File: src/rtl/mem_stage_ctrl.sv
// MEM stage controller: drives a multi-cycle data memory over a level req/done handshake,
// stalls upstream while an access is in flight and owns the MEM/WB pipeline register.
module mem_stage_ctrl #(
    parameter int TIMEOUT = 16
) (
    input  logic        clk,
    input  logic        rst,
    input  logic [15:0] readData2In,
    input  logic [15:0] ALUResIn,
    input  logic [15:0] nextPCIn,
    input  logic [2:0]  writeRegIn,
    input  logic        regWriteIn,
    input  logic        memToRegIn,
    input  logic        memReadIn,
    input  logic        memWriteIn,
    output logic        memEn,
    output logic        memWr,
    output logic [15:0] memAddr,
    output logic [15:0] memWData,
    input  logic [15:0] memRData,
    input  logic        memDone,
    output logic        stall,
    output logic        err,
    output logic [15:0] memDataOut,
    output logic [15:0] ALUResOut,
    output logic [15:0] nextPCOut,
    output logic [2:0]  writeRegOut,
    output logic        regWriteOut,
    output logic        memToRegOut
);

    localparam int CW = $clog2(TIMEOUT) + 1;
    localparam logic [CW-1:0] CNT_LAST = CW'(TIMEOUT - 1);

    typedef enum logic {
        IDLE = 1'b0,
        BUSY = 1'b1
    } state_t;

    state_t         state_q, state_d;
    logic [CW-1:0]  cnt_q, cnt_d;
    logic           err_q, err_d;
    logic           mem_en_q, mem_en_d;
    logic           mem_wr_q, mem_wr_d;
    logic [15:0]    mem_addr_q, mem_addr_d;
    logic [15:0]    mem_wdata_q, mem_wdata_d;

    // Shadow of the accepted EX/MEM entry; the address doubles as the shadow ALU result.
    logic [15:0]    sh_npc_q, sh_npc_d;
    logic [2:0]     sh_wreg_q, sh_wreg_d;
    logic           sh_regw_q, sh_regw_d;
    logic           sh_m2r_q, sh_m2r_d;

    logic [15:0]    wb_rdata_q, wb_rdata_d;
    logic [15:0]    wb_alu_q, wb_alu_d;
    logic [15:0]    wb_npc_q, wb_npc_d;
    logic [2:0]     wb_wreg_q, wb_wreg_d;
    logic           wb_regw_q, wb_regw_d;
    logic           wb_m2r_q, wb_m2r_d;

    logic           acc, ill, timeout, stall_c;

    assign acc     = memReadIn | memWriteIn;
    assign ill     = memReadIn & memWriteIn;
    assign timeout = (state_q == BUSY) && !memDone && (cnt_q == CNT_LAST);

    always_comb begin
        state_d     = state_q;
        cnt_d       = cnt_q;
        err_d       = err_q;
        mem_en_d    = mem_en_q;
        mem_wr_d    = mem_wr_q;
        mem_addr_d  = mem_addr_q;
        mem_wdata_d = mem_wdata_q;
        sh_npc_d    = sh_npc_q;
        sh_wreg_d   = sh_wreg_q;
        sh_regw_d   = sh_regw_q;
        sh_m2r_d    = sh_m2r_q;
        wb_rdata_d  = wb_rdata_q;
        wb_alu_d    = wb_alu_q;
        wb_npc_d    = wb_npc_q;
        wb_wreg_d   = wb_wreg_q;
        wb_regw_d   = wb_regw_q;
        wb_m2r_d    = wb_m2r_q;
        stall_c     = 1'b0;

        case (state_q)
            IDLE: begin
                mem_en_d = 1'b0;
                if (ill) begin
                    // Illegal read+write retires as a bubble so nothing is written back.
                    err_d      = 1'b1;
                    wb_rdata_d = '0;
                    wb_alu_d   = '0;
                    wb_npc_d   = '0;
                    wb_wreg_d  = '0;
                    wb_regw_d  = 1'b0;
                    wb_m2r_d   = 1'b0;
                end else if (acc) begin
                    mem_addr_d  = ALUResIn;
                    mem_wdata_d = readData2In;
                    mem_wr_d    = memWriteIn;
                    sh_npc_d    = nextPCIn;
                    sh_wreg_d   = writeRegIn;
                    sh_regw_d   = regWriteIn;
                    sh_m2r_d    = memToRegIn;
                    cnt_d       = '0;
                    mem_en_d    = 1'b1;
                    state_d     = BUSY;
                    stall_c     = 1'b1;
                end else begin
                    wb_rdata_d = '0;
                    wb_alu_d   = ALUResIn;
                    wb_npc_d   = nextPCIn;
                    wb_wreg_d  = writeRegIn;
                    wb_regw_d  = regWriteIn;
                    wb_m2r_d   = memToRegIn;
                end
            end
            BUSY: begin
                if (memDone) begin
                    // Release the stall on the completion cycle so EX/MEM advances on this edge.
                    wb_rdata_d = mem_wr_q ? 16'h0000 : memRData;
                    wb_alu_d   = mem_addr_q;
                    wb_npc_d   = sh_npc_q;
                    wb_wreg_d  = sh_wreg_q;
                    wb_regw_d  = sh_regw_q;
                    wb_m2r_d   = sh_m2r_q;
                    mem_en_d   = 1'b0;
                    state_d    = IDLE;
                end else if (timeout) begin
                    err_d      = 1'b1;
                    wb_rdata_d = '0;
                    wb_alu_d   = '0;
                    wb_npc_d   = '0;
                    wb_wreg_d  = '0;
                    wb_regw_d  = 1'b0;
                    wb_m2r_d   = 1'b0;
                    mem_en_d   = 1'b0;
                    state_d    = IDLE;
                end else begin
                    cnt_d    = cnt_q + 1'b1;
                    mem_en_d = 1'b1;
                    stall_c  = 1'b1;
                end
            end
            default: begin
                state_d  = IDLE;
                mem_en_d = 1'b0;
            end
        endcase
    end

    always_ff @(posedge clk) begin
        if (rst) begin
            state_q     <= IDLE;
            cnt_q       <= '0;
            err_q       <= 1'b0;
            mem_en_q    <= 1'b0;
            mem_wr_q    <= 1'b0;
            mem_addr_q  <= '0;
            mem_wdata_q <= '0;
            sh_npc_q    <= '0;
            sh_wreg_q   <= '0;
            sh_regw_q   <= 1'b0;
            sh_m2r_q    <= 1'b0;
            wb_rdata_q  <= '0;
            wb_alu_q    <= '0;
            wb_npc_q    <= '0;
            wb_wreg_q   <= '0;
            wb_regw_q   <= 1'b0;
            wb_m2r_q    <= 1'b0;
        end else begin
            state_q     <= state_d;
            cnt_q       <= cnt_d;
            err_q       <= err_d;
            mem_en_q    <= mem_en_d;
            mem_wr_q    <= mem_wr_d;
            mem_addr_q  <= mem_addr_d;
            mem_wdata_q <= mem_wdata_d;
            sh_npc_q    <= sh_npc_d;
            sh_wreg_q   <= sh_wreg_d;
            sh_regw_q   <= sh_regw_d;
            sh_m2r_q    <= sh_m2r_d;
            wb_rdata_q  <= wb_rdata_d;
            wb_alu_q    <= wb_alu_d;
            wb_npc_q    <= wb_npc_d;
            wb_wreg_q   <= wb_wreg_d;
            wb_regw_q   <= wb_regw_d;
            wb_m2r_q    <= wb_m2r_d;
        end
    end

    assign stall       = stall_c & ~rst;
    assign err         = err_q;
    assign memEn       = mem_en_q;
    assign memWr       = mem_wr_q;
    assign memAddr     = mem_addr_q;
    assign memWData    = mem_wdata_q;
    assign memDataOut  = wb_rdata_q;
    assign ALUResOut   = wb_alu_q;
    assign nextPCOut   = wb_npc_q;
    assign writeRegOut = wb_wreg_q;
    assign regWriteOut = wb_regw_q;
    assign memToRegOut = wb_m2r_q;

endmodule
File: config.mk
export PLATFORM = sky130hd
export DESIGN_NAME = mem_stage_ctrl
export DESIGN_NICKNAME = d
export VERILOG_FILES = /design/src/rtl/mem_stage_ctrl.sv
export SDC_FILE = /design/constraint.sdc
export NUM_CORES = 1
export LEC_CHECK = 0
export CAP_MARGIN = 20
export CELL_PAD_IN_SITES_DETAIL_PLACEMENT = 0
export CELL_PAD_IN_SITES_GLOBAL_PLACEMENT = 1
export CORE_UTILIZATION = 45
export DETAILED_ROUTE_END_ITERATION = 10
export DONT_BUFFER_PORTS = 1
export GPL_ROUTABILITY_DRIVEN = 0
export HOLD_SLACK_MARGIN = 0.03
export PLACE_DENSITY_LB_ADDON = 0.2
export SYNTH_ARGS = -nofsm -noshare
export SYNTH_HDL_FRONTEND = slang
export SYNTH_SLANG_ARGS = --single-unit
export TNS_END_PERCENT = 100
File: constraint.sdc
create_clock -name clk -period 3.36 [get_ports clk]
set_clock_uncertainty 0.15 [all_clocks]
set_input_delay 0.672 -clock clk [delete_from_list [all_inputs] [get_ports clk]]
set_output_delay 0.672 -clock clk [all_outputs]
set_load 0.005 [all_outputs]
# Word-level counts from Yosys, hierarchy flattened
# Cells that the tools add are included.
dict set report word_totals {
  out_inout_bits 89
  ff_bits 114
  elab_cells 81
  input_bits 74
}
dict set report classes {
  n_mux 42
  addsub 1
  eq_ne 9
  n_bitwise 6
  n_reduce_logical 7
}
# op count
set ops {}
lappend ops {{2-to-1 mux 16 bit} 11}
lappend ops {{one-hot mux 16 bit (2 select lines)} 3}
lappend ops {{2-to-1 mux 5 bit} 4}
lappend ops {{2-to-1 mux 1 bit} 14}
lappend ops {{2-to-1 mux 3 bit} 4}
lappend ops {{inequality test 2 bit (second input constant)} 5}
lappend ops {{one-hot mux 5 bit (2 select lines)} 1}
lappend ops {{one-hot mux 1 bit (2 select lines)} 4}
lappend ops {{one-hot mux 3 bit (2 select lines)} 1}
lappend ops {{AND reduction 3 bit} 2}
lappend ops {{adder 5 x 1 -> 5 bit (second input constant)} 1}
lappend ops {{== test 5 x 4 -> 1 bit (second input constant)} 1}
lappend ops {{AND reduction 4 bit} 1}
lappend ops {{inequality test 3 x 2 -> 1 bit (second input constant)} 1}
lappend ops {{inequality test 3 bit (second input constant)} 1}
lappend ops {{NOT 1 bit} 3}
lappend ops {{AND 1 bit} 2}
lappend ops {{logical AND 1 bit} 2}
lappend ops {{inequality test 2 x 1 -> 1 bit (second input constant)} 1}
lappend ops {{AND reduction 2 bit} 1}
lappend ops {{logical NOT 1 bit} 1}
lappend ops {{OR 1 bit} 1}

# Depth between registers and ports, before layout
# Gate-level depths: netlist (run 1).
dict set report logic_depth {
  ltp_word 7
  depth_mapped 8
  ltp_nobuf 6
}

# Least setup slack after synthesis (run 1)
# Ideal clock, no wire load.
dict set report synth_timing {
  path_type {reg-to-output}
  startpoint {register cnt_q[0]}
  endpoint {output stall}
  path_stages_with_launch 8
  path_buffers 2
  setup_slack_ns 0.721
  t_arrival_ns 1.817
  required_ns 2.538
  cell_sequence {dfxtp_1 > ha_1 > and3_1 > ha_1 > or3b_1 > buf_2 > a21oi_4 > buf_4}
}
dict set report synth_between {
  elab_chain_len 6
}
# element line
set synth_lines {}
lappend synth_lines {{start, declared} 41} ;# logic [CW-1:0] cnt_q, cnt_d;
lappend synth_lines {{start signal, assigned} 175} ;# cnt_q <= cnt_d;
lappend synth_lines {{== test 5 x 4 -> 1 bit} 65} ;# assign timeout = (state_q == BUSY) && !memDone && (cnt_q == CNT_LAST);
lappend synth_lines {{logical AND 1 bit} 65}
lappend synth_lines {{2-to-1 mux 1 bit} 131} ;# end else if (timeout) begin
lappend synth_lines {{2-to-1 mux 1 bit} 121} ;# if (memDone) begin
lappend synth_lines {{one-hot mux 1 bit (2 select lines)} 87} ;# case (state_q)
lappend synth_lines {{AND 1 bit} 194} ;# assign stall = stall_c & ~rst;
lappend synth_lines {{end, declared} 22} ;# output logic stall,
# No other way between the ends.

# Worst setup path after layout (run 1)
# Same ends and word-level chain as after synthesis.

==> flow_metrics.env, run 1 <==
export IMPL_die_w_microns=101
export IMPL_row_count=35
export IMPL_ant_nets=0
export IMPL_synth_area_leaders="dfxtp_1, nand2_1, o2bb2ai_1"
export IMPL_first_iter_violations=179
export IMPL_antenna_found_initial=0
export IMPL_period_minus_slack_ns=3.10
export IMPL_holdBufCountCts=0
export IMPL_peakVddDrop_v=0.000264
export IMPL_grt_usage_pct=22.2
export IMPL_syn_cell_area_sq_um=4420
export IMPL_synthArstFlopShare_pct=0
export IMPL_crit_chain="ha_1, and3_1, ha_1, or3b_1, a21oi_4"
export IMPL_slowest_stage="or3b_1"
export IMPL_clockBufferDepth=2
export IMPL_maxCapViolCount=0
export IMPL_min_period_over_period_pct=92.3
export IMPL_max_clock_freq_ghz=0.323
export IMPL_avgSynthCellArea_sq_um=9.05
export IMPL_drt_pass1_iterations=4
export IMPL_ios=163
export IMPL_yosysUniqueCellTypes=28
export IMPL_dp_hpwl_microns=6630
export IMPL_pwr_density_cell_nw_per_um2=690
export IMPL_synthSimpleGateAreaFrac_pct=18.5
export IMPL_root_buffer="clkbuf_8"
export IMPL_cp_end_kind="primary output"
export IMPL_clk_pin_slew_worst_paths_ns=0.05
export IMPL_cp_max_fo=7
export IMPL_cts_tree="done"
export IMPL_synth_compound_area_share_pct=23.7
export IMPL_hold_viol_final=0
export IMPL_worst_path_largest_cell_delay_ns=0.51
export IMPL_via_count=3520
export IMPL_hold_start="rst"
export IMPL_grt_pass1_wl_microns=17400
export IMPL_grt_max_degree=65
export IMPL_core_area_sq_um=9370
export IMPL_grt_pass1_vias=3331
export IMPL_muxShareOfSynthArea_pct=0
export IMPL_drive_gt1_share_pct=9.17
export IMPL_slew_violations=0
export IMPL_synth_adder_area_share_pct=1.13
export IMPL_finalCoreUtilization_pct=53.5
export IMPL_worst_pin_slew_ns=0.804
export IMPL_cts_buffers=17
export IMPL_die_height_microns=101
export IMPL_start_kind="register"
export IMPL_grt_setup_unrepaired="no"
export IMPL_nets=546
export IMPL_synth_top_family_by_area="compound AO/OA/AOI/OAI gates"
export IMPL_slew_headroom_pct=46.4
export IMPL_n_antenna_cell=0
export IMPL_cts_resized=0
export IMPL_timing_critical_path_mode_cell="ha_1"
export IMPL_worstSetupPathType="reg -> out"
export IMPL_r2r_start="cnt_q[0]$_SDFFE_PP0P_"
export IMPL_synth_top_cells_by_count="dfxtp_1, nand2_1, a21oi_1"
export IMPL_via_per_inst=5.78
export IMPL_die_area_sq_um=10200
export IMPL_yosys_warnings=0
export IMPL_portBuffers=0
export IMPL_ys_seq_area_share_pct=51.7
export IMPL_htreeDepth=4
export IMPL_avgRoutedWirePerCell_microns=18.6
export IMPL_clk_latency_ns=0.50
export IMPL_dp_cells=578
export IMPL_syn_nets=566
export IMPL_syn_to_final_growth_pct=13.6
export IMPL_drc=0
export IMPL_synth_edf_count=0
export IMPL_arrival_ns=2.28
export IMPL_ys_ff_latch=114
export IMPL_finalPower_mw=3.46
export IMPL_synth_xor_area_share_pct=0
export IMPL_yosysMostFrequentCell="dfxtp_1"
export IMPL_synth_cells=488
export IMPL_cts_sinks=114
export IMPL_cts_setup_buffers=0
export IMPL_leakage_nw=1.78
export IMPL_ys_flop_type="dfxtp_1"
export IMPL_fin_cells=609
export IMPL_initial_core_util_pct=47.1
export IMPL_finalSetupTns_ns=0
export IMPL_status="complete, no violations"
export IMPL_startpoint="cnt_q[0]$_SDFFE_PP0P_"
export IMPL_crit_required_ns=2.54
export IMPL_hold_path_class="in -> reg"
export IMPL_yosysTopAreaCell="dfxtp_1"
export IMPL_yosysTopAreaCellShare_pct=51.7
export IMPL_wl_microns=11300
export IMPL_setup_viol=0
export IMPL_gr_total_overflow=0
[layer usage]
metal | global-route usage [%] | share of wire, % | wire (microns)
met1 | 27.7 | 45 | 5100
met2 | 34.2 | 45 | 5150
met3 | 9.36 | 8.9 | 1010
met4 | 7.58 | 0.60 | 68
met5 | 0 | 0 | 0
[flip-flops by register name, indices dropped and copies added, names as in the netlist, 3 cells and up]
name / count
ALUResOut: 16
cnt_q: 5
memAddr: 16
memDataOut: 16
memWData: 16
nextPCOut: 16
sh_npc_q: 16
sh_wreg_q: 3
writeRegOut: 3
[path summary, 6_finish.rpt]
check	slack, ns	depth (start not counted)	endpoint
worst max register to register	0.81	7	ALUResOut[14]$_SDFFE_PP0P_
worst min-delay path	0.09	1	memAddr[0]$_SDFFE_PP0P_
worst max-delay path	0.26	5	stall
worst min register to register	0.30	2	sh_npc_q[0]$_SDFFE_PP0P_
[final cells by class]
cell class | count | area, sq um
Tap cell | 129 | 161
Sequential cell | 114 | 2280
Multi-Input combinational cell | 323 | 1920
Clock buffer | 21 | 449
Inverter | 4 | 15.0
Clock inverter | 10 | 86.3
Timing Repair Buffer | 8 | 97.6
Fill cell | 906 | 4350
[through the flow]
stage          instance area (sq um)  hold WS, ns  worst slack (ns)
3_5_place_dp                    4480        0.294             0.799
2_1_floorplan                   4420        0.286             0.721
4_1_cts                         5020       0.0594             0.246
3_3_place_gp                    4480        0.286             0.830
5_1_grt                         5020       0.0534             0.161
6_report                        5020       0.0907             0.260
[report_power, final]
part,total (mW),switching (mW),leakage [nW],internal [mW]
sequential,1.53,0.0827,0.934,1.45
combinational,0.316,0.196,0.586,0.120
clock,1.61,0.603,0.259,1.01
total,3.46,0.882,1.78,2.58
[worst max-delay path: cells and delay by family, from the launching register on]
family / cells / cell delay [ns]
AND/OR/NAND/NOR: 2 / 0.70
adder cells (fa/ha/maj): 2 / 0.46
flip-flops: 1 / 0.34
AO/OA/AOI/OAI: 1 / 0.27
[placed cells by master (no fill, tap or decap), types with 5 or more instances in the layout]
cell and n:
clkbuf_16 16, dfxtp_1 113, buf_4 5, clkinv_2 5, a31oi_1 39, nor3b_1 38, nand2_1 110, a21oi_1 59
o2bb2ai_1 37, a22o_1 16
[cell families (layout without fill, tap and decap cells)]
group | after synthesis | after routing
flops | 114 | 114
simple gates | 164 | 164
fa+ha+maj | 4 | 4
compound gates | 155 | 155
buf+inv | 51 | 43
(Power assumes the default switching activity.)
==> run 2, diff against run 1 <==
- CORE_UTILIZATION: 45 -> 40
==> run 2 against run 1 <==
Effect of this change:
- via count grew 0.31%
- register-to-register slack improved by 0.05 ns
- worst hold slack got worse by 0.020 ns
- clock power shrank 2%
- sequential share of layout area increased by 0.068 points
- first-iteration DRC count increased by 47%
- die area increased by 12%
- final area is 0.15% lower
- total power is 1.2% lower
- maximum frequency decreased by 0.29%
- setup slack lost 0.0089 ns
- critical endpoint unchanged
- largest power group unchanged
==> flow_metrics.env, run 2 (synthesis results as in run 1) <==
export IMPL_status="complete, no violations"
export IMPL_htreeDepth=4
export IMPL_grt_usage_pct=21.2
export IMPL_drt_pass1_iterations=4
export IMPL_cp_num_buf_inv=0
export IMPL_max_clock_freq_ghz=0.322
export IMPL_grt_setup_unrepaired="no"
export IMPL_period_minus_slack_ns=3.11
export IMPL_hold_path_class="in -> reg"
export IMPL_grt_pass1_vias=3520
export IMPL_peakVddDrop_v=0.000299
export IMPL_reg2reg_to="memDataOut[13]$_SDFFE_PP0P_"
export IMPL_worst_pin_slew_ns=0.502
export IMPL_arrival_ns=2.29
export IMPL_avgRoutedWirePerCell_microns=18.8
export IMPL_clock_power_share_pct=45.9
export IMPL_layout_commonest_cell="dfxtp_1"
export IMPL_hold_viol_final=0
export IMPL_nets=549
export IMPL_switching_share_pct=25.1
export IMPL_first_iter_violations=264
export IMPL_slew_violations=0
export IMPL_slowest_stage="or3b_1"
export IMPL_via_per_inst=5.71
export IMPL_antenna_found_initial=0
export IMPL_initial_core_util_pct=42.0
export IMPL_finalSetupTns_ns=0
export IMPL_cp_max_fo=7
export IMPL_grt_pass1_wl_microns=18600
export IMPL_root_buffer="clkbuf_8"
export IMPL_crit_chain="ha_1, and3_1, ha_1, or3b_1, a21oi_4"
export IMPL_whs_ns=0.0708
export IMPL_cts_setup_buffers=0
export IMPL_cts_buffers=17
export IMPL_die_height_microns=107
export IMPL_setup_viol=0
export IMPL_grt_max_degree=65
export IMPL_cts_resized=0
export IMPL_clk_pin_slew_worst_paths_ns=0.05
export IMPL_worstSetupPathType="reg -> out"
export IMPL_placed_area_sq_um=4490
export IMPL_clk_latency_ns=0.51
export IMPL_dp_hpwl_microns=6820
export IMPL_cp_end_kind="primary output"
export IMPL_syn_to_final_growth_pct=13.5
export IMPL_cts_tree="done"
export IMPL_gr_total_overflow=0
export IMPL_min_period_over_period_pct=92.5
export IMPL_leakage_nw=1.78
export IMPL_wl_microns=11600
export IMPL_drive_gt1_share_pct=9.34
export IMPL_ios=163
export IMPL_via_count=3531
export IMPL_drc=0
export IMPL_timing_critical_path_mode_cell="ha_1"
export IMPL_p_sw_uw=859
export IMPL_layout_common_cells="dfxtp_1, nand2_1, a21oi_1"
export IMPL_pwr_density_cell_nw_per_um2=682
export IMPL_combPwrFrac_pct=9.4
export IMPL_n_antenna_cell=0
export IMPL_worst_path_largest_cell_delay_ns=0.53
export IMPL_hold_start="rst"
export IMPL_worstRegToRegCells=7
export IMPL_crit_required_ns=2.54
export IMPL_core_area_sq_um=10500
export IMPL_internal_power_mw=2.56
export IMPL_ant_nets=0
export IMPL_r2r_start="cnt_q[0]$_SDFFE_PP0P_"
export IMPL_start_kind="register"
export IMPL_cts_sinks=114
export IMPL_worstHoldPathCells=1
export IMPL_row_count=37
export IMPL_maxCapViolCount=0
export IMPL_finalPower_mw=3.42
export IMPL_fill_cells=998
export IMPL_power_frac_seq_pct=44.6
export IMPL_slew_headroom_pct=66.5
export IMPL_portBuffers=0
export IMPL_clockBufferDepth=2
export IMPL_holdBufCountCts=0
export IMPL_die_w_microns=107
export IMPL_die_area_sq_um=11500
export IMPL_stdcell_area_sq_um=5010
export IMPL_cp_top_family="simple AND/OR/NAND/NOR gates"
export IMPL_hold_path_end="memWData[13]$_SDFFE_PP0P_"
export IMPL_r2r_setup_slack_ns=0.86
run 2: cell count changes in the layout (fill, tap and decap cells not counted), sizes merged:
cell / delta
bufinv: -1
buf: +3
clkbuf: +4
clkinv: -2
clkinvlp: -2
run 2: how the worst max path moves through the flow:
stage | from | endpoint | slack [ns] | cells after the start
2_1_floorplan | cnt_q[0]$_SDFFE_PP0P_ | stall | 0.72 | 7
3_3_place_gp | cnt_q[0]$_SDFFE_PP0P_ | stall | 0.83 | 5
3_5_place_dp | cnt_q[0]$_SDFFE_PP0P_ | stall | 0.79 | 5
4_1_cts | cnt_q[0]$_SDFFE_PP0P_ | stall | 0.22 | 5
5_1_grt | cnt_q[0]$_SDFFE_PP0P_ | stall | 0.14 | 5
6_report | cnt_q[0]$_SDFFE_PP0P_ | stall | 0.25 | 5
run 2: area by class of cell:
cell class                 instances  area, sq um  share of cell area, %
clock buffer                      25          494                   9.87
clock inverter                     5         27.5                  0.549
inverter                           4         15.0                  0.300
multi-input combinational        323         1920                   38.4
sequential                       114         2280                   45.6
tap                              136          170                   3.40
timing repair buffer              11         95.1                   1.90
run 2: per-layer routing:
metal | global-route usage (%) | vias to the layer above | part of all wire, %
met4 | 7.93 | 0 | 1.2
met2 | 32.4 | 114 | 44
met3 | 11.1 | 12 | 10
met1 | 25.1 | 1692 | 44
met5 | 0 | - | 0
li1 | - | 1713 | -
run 2: worst reg2reg max path: cells and delay by family (launching register included):
| kind | cells | cell delay, ns |
|---|---|---|
| buf+inv | 1 | 0.29 |
| compound gates | 2 | 0.48 |
| simple gates | 2 | 0.72 |
| fa+ha+maj | 2 | 0.47 |
| flops | 1 | 0.34 |
run 2: per-stage QoR:
step,std cells,worst slack [ns],util [%]
final,618,0.251,47.7
after global routing,618,0.140,47.7
after CTS,618,0.221,47.7
after detailed placement,588,0.790,42.7
after global placement,588,0.830,42.7
after floorplan,488,0.721,-
run 2: power by group through the flow:
stage	Combinational, mW	Sequential [mW]	Clock [mW]
after floorplan	0.271	1.53	0
after global placement	0.319	1.55	0
after detailed placement	0.327	1.55	0
after CTS	0.328	1.53	1.61
after global routing	0.364	1.54	1.67
final	0.322	1.53	1.57
==> variant 1 (settings of run 2) <==
`TIMEOUT`: 16 -> 8.
--- a/src/rtl/mem_stage_ctrl.sv
+++ b/src/rtl/mem_stage_ctrl.sv
@@ -2,5 +2,5 @@
 // stalls upstream while an access is in flight and owns the MEM/WB pipeline register.
 module mem_stage_ctrl #(
-    parameter int TIMEOUT = 16
+    parameter int TIMEOUT = 8
 ) (
     input  logic        clk,
Behaviour: same outputs for any inputs over 4 cycles, from zero or initial values and one cycle with rst high; that may be too few to reach the edited logic, so the function may still have changed.
==> variant 1 against run 2 <==
The flow now finishes with violations (DRC). Highest routed layer unchanged. Non-clock buffer count is 1 higher. Area after synthesis grew 7.8%. Wire length up 8.3%. Sequential cell count fell by 1. Final cell count is 7.3% higher. Worst setup slack better by 350 ps. Cell area rose by 7.6%. Power increased by 9.8%.
==> variant 1: results (changes against run 2) <==
Run status
The run finished, with violations left. The final reports fail on DRC.

Detailed routing
The mean routed wirelength per cell came to 19.0 um (+0.98%). The DRC violation count after routing came to 23 (+23). The number of DRC markers after the initial detailed-route iteration is 327 (+24%). The first-pass detailed-route iteration total is 11 (+7). The number of vias per cell is 5.95 (+4.1%).

Global routing
The via count of the first global-routing pass is 3829 (+8.8%). The combined global-route utilization of all metal layers is 21.0% (-0.17 points). The wire length of the first global-routing pass is 20.5 mm (+10%). The largest net degree at the start of global routing is 99 (+52%).

Clocking
The tree is rooted in a sky130_fd_sc_hd__clkbuf_16. The clock latency on the worst-skew pair is 410 ps (-100 ps).

Critical path
The endpoint identified for the worst register-to-register timing path is memDataOut[12]. In this run the critical register-to-register path is launched from memEn. The internal reg-to-reg setup slack is 910 ps (+50 ps).

The critical path's largest stage delay is 660 ps (+130 ps). On the critical path, the stage with the largest delay is an instance of sky130_fd_sc_hd__dfxtp_2. The number of cells traversed by the worst register-to-register path is 4 (-3).

The maximum fanout count along the critical path is 28 (+21). The arrival time at the worst endpoint is 1940 ps (-350 ps). The family with the most delay on the worst path is simple AND/OR/NAND/NOR gates.

Logic synthesis
The number of distinct library cell variants in the gate-level netlist after synthesis is 34 (+21%). By count the netlist is led by sky130_fd_sc_hd__dfxtp_1, sky130_fd_sc_hd__nand2_1, sky130_fd_sc_hd__a21oi_1. Sorting the synthesized cells by area gives the leading types as sky130_fd_sc_hd__dfxtp_1, sky130_fd_sc_hd__nand2_1, sky130_fd_sc_hd__and4b_1. The net count of the mapped netlist is 614 (+8.5%). The sequential element share of the synthesized area is 47.5% (-4.2 points).

Power
The static leakage is 0.00196 uW (+9.7%). The internal power was 2800 uW (+9.6%). The worst ir drop on vdd was 0.292 mV (-2.2%).

Final layout
The number of antenna repair diodes is 0 (unchanged). The final-stage net count is 584 (+6.4%). The fraction of layout cells with a size suffix above 1 is 10.2% (+0.86 points). The area overhead of the layout relative to synthesis is 13.3%. The filler cell count was 1125 (+13%).

Placed design
The post-detailed-placement half-perimeter wirelength is 7.31 mm (+7.2%). The instance area after placement is 0.00478 mm2 (+6.5%).

Timing
The worst-case hold slack was 174 ps (+104 ps). The actual transition at the worst max-transition pin came to 824 ps (+322 ps).

Worst hold path
The path category of the worst min-delay check is in2reg. The path with the worst hold slack has its endpoint at memWData[15].
variant 1: cell count changes after synthesis, moves of 3 or more:
cell,before,now
sky130_fd_sc_hd__a211oi_1,0,37
sky130_fd_sc_hd__and4b_1,0,37
sky130_fd_sc_hd__clkbuf_1,29,38
sky130_fd_sc_hd__buf_1,6,3
sky130_fd_sc_hd__buf_4,5,1
sky130_fd_sc_hd__o2bb2ai_1,37,0
sky130_fd_sc_hd__buf_2,7,18
variant 1: cell type report:
| class | instances | share of cell area, % |
|---|---|---|
| Inverter | 4 | 0.278 |
| Timing Repair Buffer | 12 | 1.90 |
| Clock buffer | 22 | 8.98 |
| Tap cell | 143 | 3.32 |
| Sequential cell | 113 | 42.0 |
| Clock inverter | 10 | 2.00 |
| Multi-Input combinational cell | 359 | 41.5 |
variant 1: per-layer routing:
layer	vias to the layer above	share of wire, %	wire, um	global-route usage (%)
met5	-	0	0	0
met2	153	45	5660	33.2
met4	0	1.6	199	9.19
met3	17	10	1250	8.15
li1	1898	-	-	-
met1	1876	43	5460	25.4
variant 1: worst max-delay path by stage:
stage / start / to / cells after the start
after global placement: memReadIn / ALUResOut[0] / 7
after global routing: memEn / stall / 2
after detailed placement: memReadIn / ALUResOut[0] / 7
final: memEn / stall / 2
after CTS: memEn / stall / 2
after floorplan: memReadIn / stall / 6
variant 1: power by group through the flow:
stage	Combinational (uW)	Sequential, uW	Clock [uW]
after global routing	466	1580	1870
after floorplan	365	1550	0
after detailed placement	408	1590	0
final	412	1560	1780
after CTS	411	1560	1820
after global placement	398	1590	0
variant 1: metrics by stage:
stage / setup slack (ps) / cells
final: 601 / 663
after global placement: 815 / 630
after detailed placement: 730 / 630
after CTS: 593 / 662
after global routing: 459 / 663
after floorplan: 854 / 537
variant 1: logic make-up after synthesis:
family                     synth area share [%]
and+or+nand+nor                            25.2
AOI/OAI and AO/OA                          20.5
DFF                                        47.5
adders and majority gates                 0.789
buffers and inverters                      5.84
muxes                                     0.210
==> variant 2 (settings of run 2) <==
Without the edit above. Take the reset off `mem_addr_q`, `mem_wdata_q`, `sh_npc_q` and `wb_rdata_q` and load them in a clocked block of their own.
--- a/src/rtl/mem_stage_ctrl.sv
+++ b/src/rtl/mem_stage_ctrl.sv
@@ -159,11 +159,7 @@
             mem_en_q    <= 1'b0;
             mem_wr_q    <= 1'b0;
-            mem_addr_q  <= '0;
-            mem_wdata_q <= '0;
-            sh_npc_q    <= '0;
             sh_wreg_q   <= '0;
             sh_regw_q   <= 1'b0;
             sh_m2r_q    <= 1'b0;
-            wb_rdata_q  <= '0;
             wb_alu_q    <= '0;
             wb_npc_q    <= '0;
@@ -177,11 +173,7 @@
             mem_en_q    <= mem_en_d;
             mem_wr_q    <= mem_wr_d;
-            mem_addr_q  <= mem_addr_d;
-            mem_wdata_q <= mem_wdata_d;
-            sh_npc_q    <= sh_npc_d;
             sh_wreg_q   <= sh_wreg_d;
             sh_regw_q   <= sh_regw_d;
             sh_m2r_q    <= sh_m2r_d;
-            wb_rdata_q  <= wb_rdata_d;
             wb_alu_q    <= wb_alu_d;
             wb_npc_q    <= wb_npc_d;
@@ -190,4 +182,11 @@
             wb_m2r_q    <= wb_m2r_d;
         end
+    end
+
+    always_ff @(posedge clk) begin
+        mem_addr_q  <= mem_addr_d;
+        mem_wdata_q <= mem_wdata_d;
+        sh_npc_q    <= sh_npc_d;
+        wb_rdata_q  <= wb_rdata_d;
     end
 
Behaviour: not the same (a bounded check fails within 4 cycles, from zero or initial values and one cycle with rst high).
==> variant 2 against run 2 <==
Power increased by 11%. Cell area decreased by 1.1%. Area after synthesis decreased by 2.2%. Sequential cell count unchanged. Wire length decreased by 16%. Die area decreased by 2.1%. Non-clock buffer count decreased by 6. Via count decreased by 24%. Global-route usage decreased by 3.3 points. Worst setup slack improved by 180 ps. Combinational power decreased by 11%. Critical path type unchanged. Largest cell class unchanged. Largest power group unchanged. Highest routed layer unchanged.
==> variant 2: results (changes against run 2) <==
Run status
The flow ran to the end, and the final reports show no timing, DRC or antenna violations.

Final layout
The finished layout cell area is 0.00496 mm2 (-1.1%). The number of antenna repair diodes came to 0 (unchanged). The most frequent standard cell in the layout excluding fill and tap cells is sky130_fd_sc_hd__edfxtp_1. The filler cell count came to 951 (-4.7%). The fraction of layout cells with a size suffix above 1 was 11.4% (+2.1 points). The final-stage net count is 407 (-26%).

Power
The worst ir drop on vdd is 0.351 mV (+18%). The static leakage was 0.00173 uW (-2.9%).

Critical path
The critical path's largest stage delay is 390 ps (-140 ps). The standard cell with the maximum stage delay on the critical path is sky130_fd_sc_hd__nor3b_2. The arrival time at the worst endpoint is 2110 ps (-180 ps). The maximum fanout count along the critical path was 5 (-2).

Timing
The normalized max-slew margin is 44.6% (-22 points).

Logic synthesis
The number of enable flip-flop cells after synthesis is 64 (+64). Ranked by instance count, the synthesized netlist is headed by sky130_fd_sc_hd__edfxtp_1, sky130_fd_sc_hd__dfxtp_1, sky130_fd_sc_hd__a21oi_1. Yosys attributes the largest share of cell area to sky130_fd_sc_hd__edfxtp_1, sky130_fd_sc_hd__dfxtp_1, sky130_fd_sc_hd__a211oi_1. The arithmetic-cell share of the synthesized area counting full adders, half adders and majority gates is 1.16% (+0.025 points). The net count of the mapped netlist is 415 (-27%). The complex-gate fraction of the synthesized area is 19.1% (-4.6 points). The async set-or-reset flop fraction in the synthesized netlist is 0% (unchanged). The sequential element share of the synthesized area was 67.7% (+16 points).

Among all flip-flop cells after synthesis, the most frequent one is sky130_fd_sc_hd__edfxtp_1. The number of distinct library cell variants in the gate-level netlist after synthesis came to 29 (+3.6%).

Placed design
The post-detailed-placement half-perimeter wirelength is 6.04 mm (-11%). The instance area after placement came to 0.00437 mm2 (-2.6%).

Global routing
The combined global-route utilization of all metal layers is 17.9% (-3.3 points). The wire length of the first global-routing pass is 14.9 mm (-20%). The largest net degree at the start of global routing is 55 (-15%).

Detailed routing
The number of DRC markers after the initial detailed-route iteration is 116 (-56%). The total vias in the final route is 2667 (-24%). The mean routed wirelength per cell is 20.4 um (+8.8%).

Clocking
The maximum clock path buffer count is 2 (unchanged). The number of buffers created by CTS was 17 (unchanged). CTS placed an instance of sky130_fd_sc_hd__clkbuf_8 at the clock tree root. The number of buffers inserted by post-CTS setup repair was 0 (unchanged).

Worst hold path
The depth of the worst hold-timing path is 1 (unchanged).
variant 2: cell count changes in the layout (fill, tap and decap cells not counted), sizes merged, moves of 6 or more:
cell,change
a211oi,+37
a21oi,-11
a22o,-16
a22oi,+31
a31oi,-32
and2,+17
buf,-6
clkbuf,-6
dfxtp,-64
edfxtp,+64
nand2,-96
nor3b,-31
o2bb2ai,-37
variant 2: path summary, 6_finish.rpt:
check	startpoint	endpoint	slack, ps
max	cnt_q[0]	stall	430
min reg2reg	sh_m2r_q	sh_m2r_q	300
min	rst	nextPCOut[15]	90
max reg2reg	cnt_q[0]	nextPCOut[8]	1010
variant 2: where the power goes:
group | switching (uW) | total (uW) | internal, uW
clock network | 628 | 1750 | 1130
logic | 182 | 285 | 102
registers | 102 | 1740 | 1640
total | 912 | 3780 | 2870
variant 2: final cells by class:
class / count / area [um2] / share of cell area, %
clock buffers: 19 / 422 / 8.51
clock inverters: 13 / 161 / 3.26
inverters: 5 / 18.8 / 0.379
multi-input cells: 186 / 1210 / 24.4
flip-flops and latches: 114 / 2920 / 59.0
well taps: 136 / 170 / 3.43
repair buffers: 5 / 50.0 / 1.01
variant 2: worst register-to-register path: cells and delay by family, from the launching register on:
family / cells / cell delay, ps
simple gates: 2 / 580
fa+ha+maj: 2 / 470
compound gates: 2 / 400
flops: 1 / 340
buf+inv: 1 / 320
variant 2: metal layers:
| layer | wire [um] | global-route usage (%) | up-vias |
|---|---|---|---|
| li1 | - | - | 1277 |
| met1 | 4000 | 20.7 | 1259 |
| met2 | 4680 | 28.6 | 121 |
| met3 | 952 | 8.46 | 10 |
| met4 | 133 | 7.24 | 0 |
| met5 | 0 | 0 | - |
variant 2: stage by stage:
step	setup WS [ps]	hold slack, ps	cells	total power, uW
floorplan	426	286	337	1980
global placement	733	290	446	2050
detailed placement	721	292	446	2060
CTS	381	55.6	478	3820
global route	309	65.7	478	3920
finish	429	86.6	478	3780
variant 2: logic make-up (layout without fill, tap and decap cells):
kind of cell | Yosys count | after routing
adder cells (fa/ha/maj) | 4 | 4
flip-flops | 114 | 114
AND/OR/NAND/NOR | 55 | 55
buffers and inverters | 37 | 42
AO/OA/AOI/OAI | 127 | 127
